$ cat src/rtl/word_gen_op_ctrl_pkg.sv
// Shared constants for the word generator: the operation state encoding
// seen by both this controller and the per-position range stages, and the
// default for the optional extra register stage.
package word_gen_op_ctrl_pkg;

  typedef enum logic [2:0] {
    OP_STATE_READY       = 3'd0,
    OP_STATE_START       = 3'd1,
    OP_STATE_EXTRA_STAGE = 3'd2,
    OP_STATE_NEXT_CHAR   = 3'd3,
    OP_STATE_NEXT_WORD   = 3'd4,  // reserved, never driven by the controller
    OP_STATE_DONE        = 3'd5
  } op_state_e;

  localparam int EXTRA_REGISTER_STAGE_DEFAULT = 1;
  localparam int NUM_RANGES_BITS              = 4;

endpackage

$ cat src/rtl/word_gen_carry_chain.sv
// Prefix-AND carry chain across the range stages.
//   load         : advance request for the fastest position (range 0)
//   num_ranges   : number of active ranges; positions at or above it are masked
//   range_carry  : per-range "at last char" flags
//   active       : per-range active mask
//   carry_in     : per-range advance enable
//   all_carry    : every active range is at its last char (final combination)
module word_gen_carry_chain #(
  parameter int RANGES_MAX = 8,
  parameter int NR_BITS    = 4
) (
  input  logic                  load,
  input  logic [NR_BITS-1:0]    num_ranges,
  input  logic [RANGES_MAX-1:0] range_carry,
  output logic [RANGES_MAX-1:0] active,
  output logic [RANGES_MAX-1:0] carry_in,
  output logic                  all_carry
);

  logic chain;

  always_comb begin
    active    = '0;
    carry_in  = '0;
    all_carry = 1'b1;
    chain     = load;
    for (int i = 0; i < RANGES_MAX; i++) begin
      if (i < int'(num_ranges)) begin
        active[i]   = 1'b1;
        carry_in[i] = chain;
        chain       = chain & range_carry[i];
        all_carry   = all_carry & range_carry[i];
      end
    end
  end

endmodule

$ cat src/rtl/word_gen_op_ctrl.sv
// Operation controller and word assembler for the range stages.
// Sequences op_state/op_en/carry_in into the ranges, captures their dout
// buses into a registered word with a valid/rd_en handshake, and returns
// the ranges to READY after the final combination.
//   OP_CLK, rstb   : clock, synchronous active-high reset
//   start          : start pulse (accepted in READY only)
//   num_ranges     : active range count, sampled on accepted start
//   op_state/op_en/carry_in : control to the range stages
//   range_carry/range_dout  : status/data from the range stages
//   word/word_valid/word_last/word_rd_en : output word handshake
//   op_done        : one-cycle completion pulse
//   word_count     : words emitted since the last accepted start
//
// state       | meaning
// READY       | idle, waiting for start
// START       | ranges reset to their first char
// EXTRA_STAGE | one cycle for the ranges' extra register stage
// NEXT_CHAR   | load a word whenever the output register is free
// DONE        | final word loaded, op_done pulse
module word_gen_op_ctrl
  import word_gen_op_ctrl_pkg::*;
#(
  parameter int CHAR_BITS            = 7,
  parameter int RANGES_MAX           = 8,
  parameter int EXTRA_REGISTER_STAGE = EXTRA_REGISTER_STAGE_DEFAULT,
  parameter int COUNT_BITS           = 32
) (
  input  logic                             OP_CLK,
  input  logic                             rstb,
  input  logic                             start,
  input  logic [NUM_RANGES_BITS-1:0]       num_ranges,
  output logic [2:0]                       op_state,
  output logic                             op_en,
  output logic [RANGES_MAX-1:0]            carry_in,
  input  logic [RANGES_MAX-1:0]            range_carry,
  input  logic [RANGES_MAX*CHAR_BITS-1:0]  range_dout,
  output logic [RANGES_MAX*CHAR_BITS-1:0]  word,
  output logic                             word_valid,
  output logic                             word_last,
  input  logic                             word_rd_en,
  output logic                             op_done,
  output logic [COUNT_BITS-1:0]            word_count
);

  localparam int WORD_W = RANGES_MAX * CHAR_BITS;

  op_state_e                  state_q, state_d;
  logic [NUM_RANGES_BITS-1:0] nr_q;
  logic                       load;
  logic                       all_carry;
  logic [RANGES_MAX-1:0]      active;
  logic [WORD_W-1:0]          word_d;

  // The output register is free when empty or being read this cycle.
  assign load = (state_q == OP_STATE_NEXT_CHAR) && (!word_valid || word_rd_en);

  word_gen_carry_chain #(
    .RANGES_MAX (RANGES_MAX),
    .NR_BITS    (NUM_RANGES_BITS)
  ) u_carry_chain (
    .load        (load),
    .num_ranges  (nr_q),
    .range_carry (range_carry),
    .active      (active),
    .carry_in    (carry_in),
    .all_carry   (all_carry)
  );

  always_comb begin
    word_d = '0;
    for (int i = 0; i < RANGES_MAX; i++) begin
      if (active[i]) begin
        word_d[i*CHAR_BITS +: CHAR_BITS] = range_dout[i*CHAR_BITS +: CHAR_BITS];
      end
    end
  end

  always_comb begin
    state_d = state_q;
    case (state_q)
      OP_STATE_READY: begin
        if (start) begin
          state_d = (num_ranges == '0) ? OP_STATE_DONE : OP_STATE_START;
        end
      end
      OP_STATE_START: begin
        state_d = (EXTRA_REGISTER_STAGE != 0) ? OP_STATE_EXTRA_STAGE
                                              : OP_STATE_NEXT_CHAR;
      end
      OP_STATE_EXTRA_STAGE: state_d = OP_STATE_NEXT_CHAR;
      OP_STATE_NEXT_CHAR: begin
        // The ranges wrap on the final advance; nothing reads them afterwards.
        if (load && all_carry) state_d = OP_STATE_DONE;
      end
      OP_STATE_DONE: state_d = OP_STATE_READY;
      default:       state_d = OP_STATE_READY;
    endcase
  end

  assign op_state = state_q;
  assign op_en    = load;
  assign op_done  = (state_q == OP_STATE_DONE);

  always_ff @(posedge OP_CLK) begin
    if (rstb) begin
      state_q    <= OP_STATE_READY;
      nr_q       <= '0;
      word       <= '0;
      word_valid <= 1'b0;
      word_last  <= 1'b0;
      word_count <= '0;
    end else begin
      state_q <= state_d;
      if (state_q == OP_STATE_READY && start) begin
        word_count <= '0;
        if (num_ranges != '0) nr_q <= num_ranges;
      end
      if (load) begin
        word       <= word_d;
        word_valid <= 1'b1;
        word_last  <= all_carry;
        word_count <= word_count + COUNT_BITS'(1);
      end else if (word_valid && word_rd_en) begin
        word_valid <= 1'b0;
        word_last  <= 1'b0;
      end
    end
  end

endmodule

$ cat config.mk
export PLATFORM = sky130hd
export DESIGN_NAME = word_gen_op_ctrl
export DESIGN_NICKNAME = d
export VERILOG_FILES = /design/src/rtl/word_gen_op_ctrl_pkg.sv /design/src/rtl/word_gen_carry_chain.sv /design/src/rtl/word_gen_op_ctrl.sv
export SDC_FILE = /design/constraint.sdc
export NUM_CORES = 1
export LEC_CHECK = 0
export CAP_MARGIN = 20
export CORE_MARGIN = 3
export CORE_UTILIZATION = 30
export CTS_CLUSTER_DIAMETER = 50
export DETAILED_ROUTE_END_ITERATION = 10
export GPL_ROUTABILITY_DRIVEN = 0
export SLEW_MARGIN = 20
export SYNTH_ARGS = -nofsm -noshare
export SYNTH_HDL_FRONTEND = slang
export SYNTH_SLANG_ARGS = --single-unit
export TNS_END_PERCENT = 20
$ cat constraint.sdc
create_clock -name OP_CLK -period 2.3 [get_ports OP_CLK]
set_input_delay 0.69 -clock OP_CLK [delete_from_list [all_inputs] [get_ports OP_CLK]]
set_output_delay 0.69 -clock OP_CLK [all_outputs]
set_load 0.02 [all_outputs]
==> results.md, run 1 <==
* Vias at 4,334
* Final wirelength at 13,200 um
* Area share of fa/ha/maj cells after synthesis at 0.00310
* Static leakage at 0.00244 uW
* CTS buffer count at 9
* Cell Pwr Density at 553 nW/um^2
* Critical Path AT at 1.86 ns
* H-tree depth at 3
* Pwr Total at 3760 uW
* Max Clock Skew at 0.00515 ns
* Worst hold path depth at 2
* Num Clock Sinks at 97
* Synth Cell Area at 4030 um^2
* Drt pass-1 iters at 4
* Number of vias per cell at 4.95
* Layout cells sized above 1 at 0.182
* Final Worst Setup Slack at -0.248 ns
* Vias in the first global route at 4,111
* Ports at 175
* Cells after synthesis at 481
* Fin crit share at 1.11
* Detail Route Antenna Nets at 0
* Chip Width at 122 um
* Hold path endpoint: word[24]
* Async SR Flop Fraction at 0
* Reg clk slew, reported paths at 0.07 ns
* Final Non-Filler Cells at 876
* Outcome: finished with violations
* Most common cell after layout, fill and taps aside: clkdlybuf4s50_1
* Top cell type by total area after synthesis: dfxtp_1
* Top post-synthesis cells by area: dfxtp_1 48%, nand2_1 6.1%, a21oi_1 6.1%
* Reg2reg end: word_count[22]
* # rows at 41
* IO Port Bufs at 174
* CP max FO at 2
* Worst r2r src: word_count[1]
* Final setup fails at 7
* Fmax at 0.392 GHz
* CORE AREA at 12,900 um^2
* Flops & latches, synth at 97
* Worst Tran Pin Value at 0.543 ns
* Synth Area in XOR/XNOR at 0.0109
* Hold crit path type: reg2reg
* Final Slew Violations at 0
* Die H at 122 um
* Worst setup SP type: register
* Synth warn at 0
* Wire per inst at 15.1 um
* Max-Cap Viols at 0
* # DRC at 0
* Overflow after GRT at 0
* Final Util at 0.528
* Sequential area share after synthesis at 0.482
* Area occupied by multi-input gates at 2120 um^2
* Hold Worst Slack at 0.451 ns
* Post-CTS Hold Buffers at 0
* Worst R2R Path Depth at 6
* Critical path class: reg2out
* Worst hold start: word[24]
* Post-synth cell types at 54
* Cell area after layout at 6800 um^2
* Die footprint at 14,900 um^2
* CTS tree: done
* Clock Latency Late Sink at 0.34 ns
* First-pass GRT wire length at 20,500 um
* DRT iter0 DRCs at 290
* Main combinational cell family by area after synthesis: simple AND/OR/NAND/NOR gates
* Worst VDD drop at 0.367 mV
* Final Hold Viols at 0
* RSZ-0062 raised after global routing: true
* Post-synth EDFFs at 0
* NumNets Final at 771
* Failing checks: setup timing
* Synthesis-to-finish area growth at 68.5%
* Critical path required time at 1.61 ns
* Most frequent cells in the layout: 157 x clkdlybuf4s50_1, 95 x dfxtp_1, 64 x nand2_1
* Largest net degree at the start of global routing at 44
* Main synth FF type: dfxtp_1
* Area occupied by registers at 1940 um^2
* Placement Cell Area at 6370 um^2
* Synth Area in Simple Gates at 0.284
* Mux contribution to synthesized area at 0.0217
* Clock root cell: clkbuf_16
* Initial antenna violation count at 1
* Avg Cell Area, Syn at 8.38 um^2
* Fin crit period at 2.55 ns
* Fill cells at 1,181
* GRT Util Overall at 0.171
* DPL Wire Length at 10,100 um
* Slew HR at 0.633
* Post-synth net total at 554
* Placed instance count at 856
* Starting density of the core at 0.313
* CTS max path bufs at 2
* Synth top area share at 0.482
* R2r setup slk at 0.16 ns
* Crit end category: output port
* Synth Area in Compound Gates at 0.168
[cell type report]
cell class | count | share of cell area
sequential | 97 | 0.286
clock inverter | 5 | 0.00792
timing repair buffer | 233 | 0.323
antenna | 1 | 0.000368
inverter | 4 | 0.00221
multi-input combinational | 353 | 0.312
clock buffer | 11 | 0.0372
tap | 172 | 0.0317
[cell usage after synthesis (3+ instances only)]
cell and instances:
nand3b_1 4, a22oi_1 29, nor2_1 58, nand4_1 5, xnor2_1 3, o31ai_1 4
nand2_1 66, and4_1 5, a211oi_1 3, or4_1 4, a21oi_1 49, buf_1 5
nand3_1 47, inv_1 3, and3_1 4, nor3_1 7, o21ai_0 10, nor4_1 3
mux2_2 6, and2_1 5, o211ai_1 5, buf_2 5, dfxtp_1 97, or3_1 4
clkbuf_1 16
[critical path, cell delays in order, from the launching register on]
cell and delay (ns):
dfxtp_2 0.33, or3_4 0.41, a2bb2oi_4 0.20, nor4_4 0.18, buf_4 0.16, and2_4 0.12
buf_6 0.11
[where the power goes]
part | internal [uW] | switching, uW | leakage, uW
logic | 265 | 247 | 0.00150
registers | 1700 | 13.6 | 0.000783
clock network | 899 | 635 | 0.000155
[per-stage QoR]
step	setup TNS, ns	setup slack (ns)
final	-1.07	-0.248
after global routing	-1.62	-0.335
after CTS	-1.16	-0.252
after detailed placement	-28.37	-1.07
after global placement	-27.60	-1.03
after floorplan	-0.742	-0.126
[metal layers]
| metal | vias up | track usage | share of wire |
|---|---|---|---|
| li1 | 2159 | - | - |
| met1 | 2031 | 0.226 | 0.44 |
| met2 | 134 | 0.272 | 0.47 |
| met3 | 10 | 0.0487 | 0.079 |
| met4 | 0 | 0.0546 | 0.012 |
| met5 | - | 0 | 0 |
[sequential cells by signal (all words and copies together), names as in the netlist]
| signal | cells |
|---|---|
| word_last | 1 |
| word_count | 32 |
| word | 56 |
| word_valid | 1 |
| nr_q | 4 |
| op_state | 3 |
[cells by family (layout without fill, tap and decap cells)]
logic type / count (synthesis) / after routing
buf+inv: 31 / 253
compound gates: 109 / 109
fa+ha+maj: 1 / 1
mux: 8 / 8
other cells: 0 / 1
flops: 97 / 97
simple gates: 230 / 230
xor+xnor: 5 / 5
[worst max-delay path by stage]
stage                   startpoint          end  slack [ns]  depth (start not counted)
global route               nr_q[1]  carry_in[5]       -0.33                          7
finish                     nr_q[1]  carry_in[5]       -0.25                          6
CTS                        nr_q[2]  carry_in[5]       -0.25                          6
floorplan               word_rd_en  carry_in[1]       -0.13                          5
detailed placement  range_carry[0]  carry_in[7]       -1.07                          7
global placement    range_carry[0]  carry_in[6]       -1.03                          7
[repair_timing]
action                                  CTS  global route
endpoints found under the setup margin   18            11
resized for setup                        77             8
gates cloned                              0             0
endpoints found under the hold margin     0             0
buffers inserted                          1             2
pin swaps                                 6             4
No activity file was read; power rests on OpenSTA's default activity.
==> inputs of run 2 (changes only) <==
Settings changed: ABC_AREA set to 0.
==> results of run 2 <==
Same layout as run 1: the final DEF is identical, and so are final timing and power.
==> inputs of run 3 (changes only) <==
Settings changed: REMOVE_ABC_BUFFERS set to 1.
==> results.md, run 3 (synthesized netlist as in run 1, its figures left out) <==
* Outcome: finished with violations
* Failing checks: setup timing
* Critical path class: reg2out
* Max-Cap Viols at 0
* Fin crit share at 1.06
* GRT Util Overall at 0.185
* R2r setup slk at 0.16 ns
* Initial antenna violation count at 0
* Hold crit path type: reg2reg
* Reg clk slew, reported paths at 0.07 ns
* Placement Cell Area at 6300 um^2
* Most flops, register: word
* Reg2reg end: word_count[22]
* Vias at 4,349
* CTS buffer count at 9
* CTS tree: done
* Worst setup SP type: register
* Final Worst Setup Slack at -0.140 ns
* Worst R2R Path Depth at 6
* NumNets Final at 771
* Crit path capture: carry_in[4]
* Detail Route Antenna Nets at 0
* RSZ-0062 raised after global routing: true
* H-tree depth at 3
* Final wirelength at 13,900 um
* Most frequent CP cell: buf_4
* Most common cell after layout, fill and taps aside: clkdlybuf4s50_1
* Die footprint at 14,900 um^2
* # rows at 41
* # DRC at 0
* Max Clock Skew at 0.00621 ns
* Number of vias per cell at 4.97
* Crit end category: output port
* DRT iter0 DRCs at 271
* Static leakage at 0.00241 uW
* Max incr delay on CP at 0.40 ns
* Most frequent cells in the layout: 157 x clkdlybuf4s50_1, 97 x dfxtp_1, 65 x nand2_1
* Cell Pwr Density at 554 nW/um^2
* Num Clock Sinks at 97
* First-pass GRT wire length at 22,100 um
* Worst r2r src: word_count[0]
* Critical Path AT at 1.75 ns
* CP Cell Sequence: or3_4 -> a2bb2oi_2 -> buf_4 -> nor4_4 -> buf_4
* Synthesis-to-finish area growth at 66.1%
* Vias in the first global route at 4,345
* Clock Latency Late Sink at 0.34 ns
* IO Port Bufs at 174
* Fmax at 0.410 GHz
* Cell area after layout at 6700 um^2
* Fin crit period at 2.44 ns
* Chip Width at 122 um
* Worst Tran Pin Value at 0.533 ns
* DPL Wire Length at 10,600 um
* Ports at 175
* CP max FO at 3
* CORE AREA at 12,900 um^2
* Final Slew Violations at 0
* Critical path required time at 1.61 ns
* Die H at 122 um
* CTS max path bufs at 2
* Overflow after GRT at 0
* Final setup fails at 7
* Drt pass-1 iters at 4
* Worst VDD drop at 0.336 mV
* Final Util at 0.520
* ANT cells at 0
* Max reg flops at 56
* Critical path's slowest cell: or3_4
* Worst Setup SP: nr_q[1]
* Largest registers: word: 56 flops, word_count: 32 flops, nr_q: 4 flops
* Layout cells sized above 1 at 0.165
* Clock root cell: clkbuf_16
* Worst path top cell family by delay: simple AND/OR/NAND/NOR gates
* CP Buf/Inv Count at 2
* Largest net degree at the start of global routing at 40
* Slew HR at 0.640
* Crit path depth at 5
* Final Hold Viols at 0
* Starting density of the core at 0.313
* Wire per inst at 15.8 um
[run 3: timing repair]
item,in CTS,in global routing
setup endpoints to repair,14,9
pin swaps,8,6
endpoints found under the hold margin,0,0
hold buffers,0,0
gates resized for setup,66,13
setup buffers,3,1
gates cloned,0,0
[run 3: worst min path at each step]
stage | depth (start not counted) | start | slack (ns) | endpoint
global placement | 2 | word[52] | 0.44 | word[52]
finish | 2 | word[10] | 0.45 | word[10]
CTS | 2 | word[37] | 0.46 | word[37]
floorplan | 2 | nr_q[1] | 0.49 | nr_q[1]
detailed placement | 2 | word[24] | 0.45 | word[24]
global route | 2 | word[24] | 0.47 | word[24]
[run 3: routing by layer]
layer / up-vias / routed length [um] / track usage
met1: 2062 / 5930 / 0.230
met5: - / 0 / 0
met3: 26 / 658 / 0.0367
li1: 2151 / - / -
met4: 0 / 395 / 0.0756
met2: 110 / 6880 / 0.315
[run 3: area by class of cell]
class                   instances  area [um^2]
fillers                      1242         6180
repair buffers                233         2170
multi-input cells             353         2050
flip-flops and latches         97         1940
clock buffers                   9          225
well taps                     172          215
clock inverters                 7         78.8
inverters                       4         17.5
[run 3: per-stage QoR]
stage               hold slack, ns  setup slack, ns  TNS, ns  instances  power (uW)
floorplan                    0.492            -1.46   -52.92        454        1890
global placement             0.438            -1.04   -16.05        855        2200
detailed placement           0.447            -1.06   -18.50        855        2200
CTS                          0.457           -0.273    -1.20        874        3750
global route                 0.475           -0.243    -1.29        875        3870
finish                       0.452           -0.140   -0.756        875        3710
[run 3: power by group]
part           total [uW]  switching [uW]  internal (uW)
sequential           1710            12.5           1700
combinational         485             235            250
clock                1520             662            854
total                3710             910           2800
[run 3: worst min-delay path: cells and delay by family (launching register included)]
family / cells / cell delay (ns)
simple gates: 1 / 0.05
flops: 1 / 0.31
compound gates: 1 / 0.05
